===== src/rtl/dbus_arbiter_pkg.sv =====
// dbus_arbiter_pkg
//   Shared types for the data-bus arbiter: request/response bundles used on
//   the instruction-fetch, memory-stage and downstream ports, the arbiter
//   state encoding, and a saturating helper for the starvation counter.
package dbus_arbiter_pkg;

  localparam int ADDR_W   = 32;
  localparam int DATA_W   = 64;
  localparam int STRB_W   = DATA_W / 8;
  localparam int SIZE_W   = 3;
  localparam int STARVE_W = 3;

  typedef struct packed {
    logic              valid;
    logic [ADDR_W-1:0] addr;
    logic [SIZE_W-1:0] size;
    logic [STRB_W-1:0] strobe;
    logic [DATA_W-1:0] data;
  } dbus_req_t;

  typedef struct packed {
    logic              addr_ok;
    logic              data_ok;
    logic [DATA_W-1:0] data;
  } dbus_resp_t;

  typedef enum logic [1:0] {
    ARB_IDLE    = 2'd0,
    ARB_SERVE_I = 2'd1,
    ARB_SERVE_D = 2'd2
  } arb_state_e;

  // Increment that sticks at the limit instead of wrapping.
  function automatic logic [STARVE_W-1:0] starve_inc(
    input logic [STARVE_W-1:0] cnt,
    input logic [STARVE_W-1:0] limit
  );
    return (cnt >= limit) ? limit : cnt + 1'b1;
  endfunction

endpackage


===== src/rtl/dbus_arbiter.sv =====
// dbus_arbiter
//   Two-port to one-port bus arbiter. The memory-stage (data) port normally
//   wins over the instruction-fetch port, but after STARVE_LIMIT consecutive
//   data grants taken while instruction fetch was waiting, fetch is served.
//   While a port is granted, its request is passed straight through to the
//   downstream bus and the downstream response is passed straight back.
//
// Ports
//   clk      clock, all state changes on rising edge
//   rst      asynchronous active-high reset
//   ireq     instruction-fetch request      iresp  its response
//   dreq     memory-stage request           dresp  its response
//   oreq     shared downstream request      oresp  downstream response
//   busy     a port is currently granted
//   grant_d  the memory-stage port is granted (fetch grant = busy & ~grant_d)
//
// STARVE_LIMIT must fit the 3-bit starvation counter (0..7). A value of 0
// gives the fetch port strict priority whenever both ports request.
module dbus_arbiter
  import dbus_arbiter_pkg::*;
#(
  parameter int unsigned STARVE_LIMIT = 4
) (
  input  logic       clk,
  input  logic       rst,
  input  dbus_req_t  ireq,
  output dbus_resp_t iresp,
  input  dbus_req_t  dreq,
  output dbus_resp_t dresp,
  output dbus_req_t  oreq,
  input  dbus_resp_t oresp,
  output logic       busy,
  output logic       grant_d
);

  localparam logic [STARVE_W-1:0] LIMIT = STARVE_W'(STARVE_LIMIT);

  arb_state_e          state_q, state_d;
  logic [STARVE_W-1:0] starve_q, starve_d;
  logic                busy_q, busy_d;
  logic                grant_d_q, grant_d_d;

  // Next-state and starvation bookkeeping.
  always_comb begin
    state_d  = state_q;
    starve_d = starve_q;
    case (state_q)
      ARB_IDLE: begin
        // Data wins unless fetch is also waiting and has been passed over
        // LIMIT times already.
        if (dreq.valid && !(ireq.valid && (starve_q == LIMIT))) begin
          state_d = ARB_SERVE_D;
          if (ireq.valid) begin
            starve_d = starve_inc(starve_q, LIMIT);
          end
        end else if (ireq.valid) begin
          state_d  = ARB_SERVE_I;
          starve_d = '0;
        end
      end
      // Completion and abort (requester dropping valid) both return to IDLE;
      // an abort leaves the starvation counter alone.
      ARB_SERVE_I: begin
        if (oresp.data_ok || !ireq.valid) begin
          state_d = ARB_IDLE;
        end
      end
      ARB_SERVE_D: begin
        if (oresp.data_ok || !dreq.valid) begin
          state_d = ARB_IDLE;
        end
      end
      default: begin
        state_d = ARB_IDLE;
      end
    endcase
    busy_d    = (state_d != ARB_IDLE);
    grant_d_d = (state_d == ARB_SERVE_D);
  end

  always_ff @(posedge clk or posedge rst) begin
    if (rst) begin
      state_q   <= ARB_IDLE;
      starve_q  <= '0;
      busy_q    <= 1'b0;
      grant_d_q <= 1'b0;
    end else begin
      state_q   <= state_d;
      starve_q  <= starve_d;
      busy_q    <= busy_d;
      grant_d_q <= grant_d_d;
    end
  end

  // Pass-through muxing keyed on the registered state, so reset silences all
  // ports immediately and responses arriving in IDLE are dropped.
  always_comb begin
    oreq  = '0;
    iresp = '0;
    dresp = '0;
    case (state_q)
      ARB_SERVE_I: begin
        oreq  = ireq;
        iresp = oresp;
      end
      ARB_SERVE_D: begin
        oreq  = dreq;
        dresp = oresp;
      end
      default: begin
      end
    endcase
  end

  assign busy    = busy_q;
  assign grant_d = grant_d_q;

endmodule


===== config.mk =====
export PLATFORM = sky130hd
export DESIGN_NAME = dbus_arbiter
export DESIGN_NICKNAME = d
export VERILOG_FILES = /design/src/rtl/dbus_arbiter_pkg.sv /design/src/rtl/dbus_arbiter.sv
export SDC_FILE = /design/constraint.sdc
export NUM_CORES = 1
export LEC_CHECK = 0
export ABC_AREA = 1
export BUFFER_PORTS_ARGS = -buffer_cell sky130_fd_sc_hd__buf_2
export CAP_MARGIN = 40
export CORE_AREA = 5 5 201 203
export DETAILED_ROUTE_END_ITERATION = 16
export DIE_AREA = 0 0 206 208
export GPL_TIMING_DRIVEN = 0
export HOLD_SLACK_MARGIN = 0.06
export PLACE_DENSITY = 0.36
export SLEW_MARGIN = 20
export SYNTH_ARGS = -nofsm -noshare
export SYNTH_HDL_FRONTEND = slang
export SYNTH_SLANG_ARGS = --single-unit

===== constraint.sdc =====
create_clock -name clk -period 1.9 [get_ports clk]
set_clock_uncertainty 0.1 [all_clocks]
set_input_delay 0.38 -clock clk [delete_from_list [all_inputs] [get_ports clk]]
set_output_delay 0.38 -clock clk [all_outputs]
set_load 0.02 [all_outputs]

# Yosys cells after proc, flatten, opt, wreduce, memory -nomap -nowiden
# Cells that the tools add are included.
[classes]
n_mux = 12
reduce_logical = 10
n_lt_le_gt_ge = 1
eq_ne = 4
n_addsub = 1
[ops]
columns = ["op", "n"]
rows = [
  ["108-bit one-hot mux with 2 select lines", 1],
  ["66-bit two-way mux", 2],
  ["3-bit two-way mux", 4],
  ["2-bit two-way mux", 4],
  ["2-bit one-hot mux with 3 select lines", 1],
  ["2-bit equality test (second input constant)", 2],
  ["3-bit by 1-bit adder with 3-bit output (second input constant)", 1],
  ["3-bit equality test (second input constant)", 1],
  ["3-bit >= comparator (second input constant)", 1],
  ["1-bit logical NOT", 3],
  ["2-bit by 1-bit equality test with 1-bit output (second input constant)", 1],
  ["1-bit logical AND", 2],
  ["2-bit logical NOT", 1],
  ["1-bit logical OR", 2],
  ["2-bit AND reduction", 1],
  ["2-bit nonzero test", 1],
]
[word_totals]
ff_bits = 7
in_bits = 284
wordCells = 32
out_inout_bits = 242

# Depth between registers and ports, before layout
[depth]
depth_word = 7
depth_mapped = 9

# Worst setup path before layout
# OpenSTA, ideal clock, no wires.
[synth_path]
path_kind = "flip-flop to output port"
start = "register state_q[0]"
end = "output oreq[68] (netlist bit)"
n_path_buf = 2
t_required_ps = 1420
setup_slack_ps = -37
path_stages_with_launch = 7
arrival_time_ps = 1457
path_cell_list = "dfrtp_1 > inv_1 > ha_1 > inv_2 > buf_2 > buf_2 > a21oi_1"
[synth_lines]
columns = ["element", "line_no", "text"]
rows = [
  ["from (decl)", "dbus_arbiter.sv:38", "arb_state_e state_q, state_d;"],
  ["from (signal assigned)", "dbus_arbiter.sv:88", "state_q <= state_d;"],
  ["to (decl)", "dbus_arbiter.sv:30", "output dbus_req_t oreq,"],
]

==> results.tsv <==
metric	value	unit
status	complete, but fails checks	
failing checks	setup timing	
Tcrit/Tclk final	118	%
synthesized flop and latch total	7	
P_leak	0.00531	uW
antenna violations before repair	15	
DP HPWL	30600	um
first-pass GRT wire length	45800	um
drt drc	0	
die area	42800	um2
TritonCTS clock tree	yes	
Arr. time, crit path	1.76	ns
Inserted Clock Buffers	3	
fill count	4448	
vias in the first global route	6550	
clock latency on the worst-skew pair	0.23	ns
Area after DPL	6360	um2
Critical R2R Capture	busy	
f_max	447	MHz
Chip Width	206	um
WL/cell	20.0	um
area leader, netlist	nand2_1	
type of the tightest min-delay check	input port to flip-flop	
required time of the critical path	1.42	ns
Largest stage delay, worst path	0.39	ns
CP top delay family	buffers and inverters	
Cell Pwr Density	1360	nW/um2
remaining antenna violation count	0	
H-tree level count	1	
Core Rows	72	
Crit. End Element	output port	
GP Congestion	0.944	
Final Max Slew Viols	0	
Iteration-0 DRC Markers	273	
RSZ-0062 raised after global routing	true	
worst min-delay path startpoint	dreq[107]	
most frequent cells in the layout	buf_2 (392), nand2_1 (292), inv_1 (140), buf_6 (106), buf_4 (56)	
Yosys Warn Count	0	
CTS Sinks	7	
grt ovf	0	
Slew @ Worst Pin	0.280	ns
first-pass iteration count of the detailed router	5	
GRT Overall Usage	14.4	%
Max rail drop VDD	714	uV
post-synth net total	978	
CP Max Fanout	7	
clock root cell	clkbuf_16	
# IOs	526	
crit start category	flip-flop	
WHS Path Cells	3	
layout net count	1530	
# Max-Cap Violations	0	
FF-to-FF path depth	9	
crit-path cells	inv_4 -> ha_4 -> clkinvlp_4 -> buf_12 -> clkbuf_16 -> a21oi_4 -> buf_6	
fraction of layout cells with a size suffix above 1	61.7	%
Crit path buffers/inverters	5	
P&R area growth vs syn	189	%
worst hold margin	0.383	ns
Starting Density	8.02	%
cells taking the most area after synthesis	nand2_1 (44%), a21oi_1 (18%), inv_1 (18%)	
Synth cell types	15	
Clock transition at path regs	0.04	ns
final worst slack	-0.337	ns
reg2reg start	state_q[0]	
top-area cell type share of the netlist area	44.0	%
crit path max-delay cell type	dfrtp_2	
final-report hold violation count	0	
Avg Synthesized Cell Area	4.46	um2
largest net degree at the start of global routing	11	
core area	38300	um2
worst setup path category	flip-flop to output port	
Max Buffers Root-to-Sink	2	
PortBufs	525	
Final Cell Area	8860	um2
most common cell after layout, fill and taps aside	buf_2	
final setup fails	240	
cell count after synthesis	688	
hold endpoint	starve_q[0]	
via/cell ratio	3.66	
Worst slew margin	81.3	%
min Tclk post-route	2.24	ns
DR vias	6462	
Reg2Reg Setup Slack	0.35	ns
final WL	35300	um
Total Power	12100	uW
synthesized cell area	3070	um2
post-synthesis sequential area ratio	5.71	%
Die Ht	208	um
[worst max path at each step]
stage / start / endpoint / slack [ns] / cells past startpoint
global placement: state_q[0] / oreq[99] / -0.71 / 6
floorplan: state_q[0] / oreq[68] / -0.04 / 6
global route: state_q[0] / oreq[87] / -0.38 / 7
finish: state_q[0] / oreq[95] / -0.34 / 7
detailed placement: state_q[0] / oreq[99] / -0.69 / 6
CTS: state_q[0] / oreq[87] / -0.35 / 7
[cell families (layout without fill, tap and decap cells)]
group | count (synthesis) | after routing | synth area share, %
AOI/OAI and AO/OA | 111 | 111 | 18.1
buffers and inverters | 195 | 746 | 28.3
other | 0 | 7 | 0
DFF | 7 | 7 | 5.71
adders and majority gates | 6 | 6 | 2.45
and+or+nand+nor | 369 | 369 | 45.5
[sequential cells by signal, summed over array words and instances (netlist names)]
register / cells
busy: 1
state_q: 2
starve_q: 3
grant_d: 1
[report_power, final]
group	leakage, uW	total, uW	internal, uW	switching (uW)
Combinational	0.00518	11500	4590	6880
Clock	0.0000409	356	276	79.8
Sequential	0.0000879	258	219	38.9
Total	0.00531	12100	5080	7000
[worst min-delay path, cell delays in order]
cell	delay [ns]
buf_2	0.12
nand3b_1	0.10
a21oi_1	0.07
[per-layer routing]
metal	GRT usage [%]	routed length, um	vias up
li1	-	-	3109
met1	14.5	12200	2919
met2	28.4	18600	381
met3	3.52	3080	53
met4	5.03	1410	0
met5	0	0	-
[repair_timing]
action                                 4_1_cts  5_1_grt
pin swaps                                   12       50
gates resized for setup                    315      269
hold buffers                                 1        0
buffers inserted                             4        6
setup endpoints to repair                  240      240
cloned                                       4        7
endpoints found under the hold margin        7        0
[cell usage after synthesis]
| library cell | number |
|---|---|
| ha_1 | 6 |
| o22ai_1 | 1 |
| nand3_1 | 4 |
| dfrtp_1 | 7 |
| inv_2 | 1 |
| a21oi_1 | 110 |
| nand3b_1 | 1 |
| buf_2 | 24 |
| nor2_1 | 3 |
| buf_4 | 6 |
| clkbuf_1 | 8 |
| nand2_1 | 360 |
| buf_6 | 11 |
| inv_1 | 145 |
| nor3_1 | 1 |
[metrics by stage]
stage	setup slack (ns)	utilization, %	TNS, ns	cells
floorplan	-0.0367	-	-0.623	688
global placement	-0.713	16.6	-61.64	1731
detailed placement	-0.685	16.6	-62.71	1731
CTS	-0.345	19.9	-49.82	1744
global route	-0.383	23.1	-64.14	1762
finish	-0.337	23.1	-49.08	1764
[final cells by class]
class | instances | area [um2] | area share, %
repair buffers | 546 | 3640 | 41.1
repair inverters | 1 | 7.51 | 0.0847
diodes | 7 | 17.5 | 0.198
inverters | 146 | 553 | 6.24
multi-input cells | 486 | 3050 | 34.4
well taps | 518 | 648 | 7.31
flip-flops and latches | 7 | 176 | 1.99
clock buffers | 3 | 75.1 | 0.847
plain buffers | 49 | 688 | 7.77
clock inverters | 1 | 5.00 | 0.0565
No activity file was read; power rests on OpenSTA's default activity.
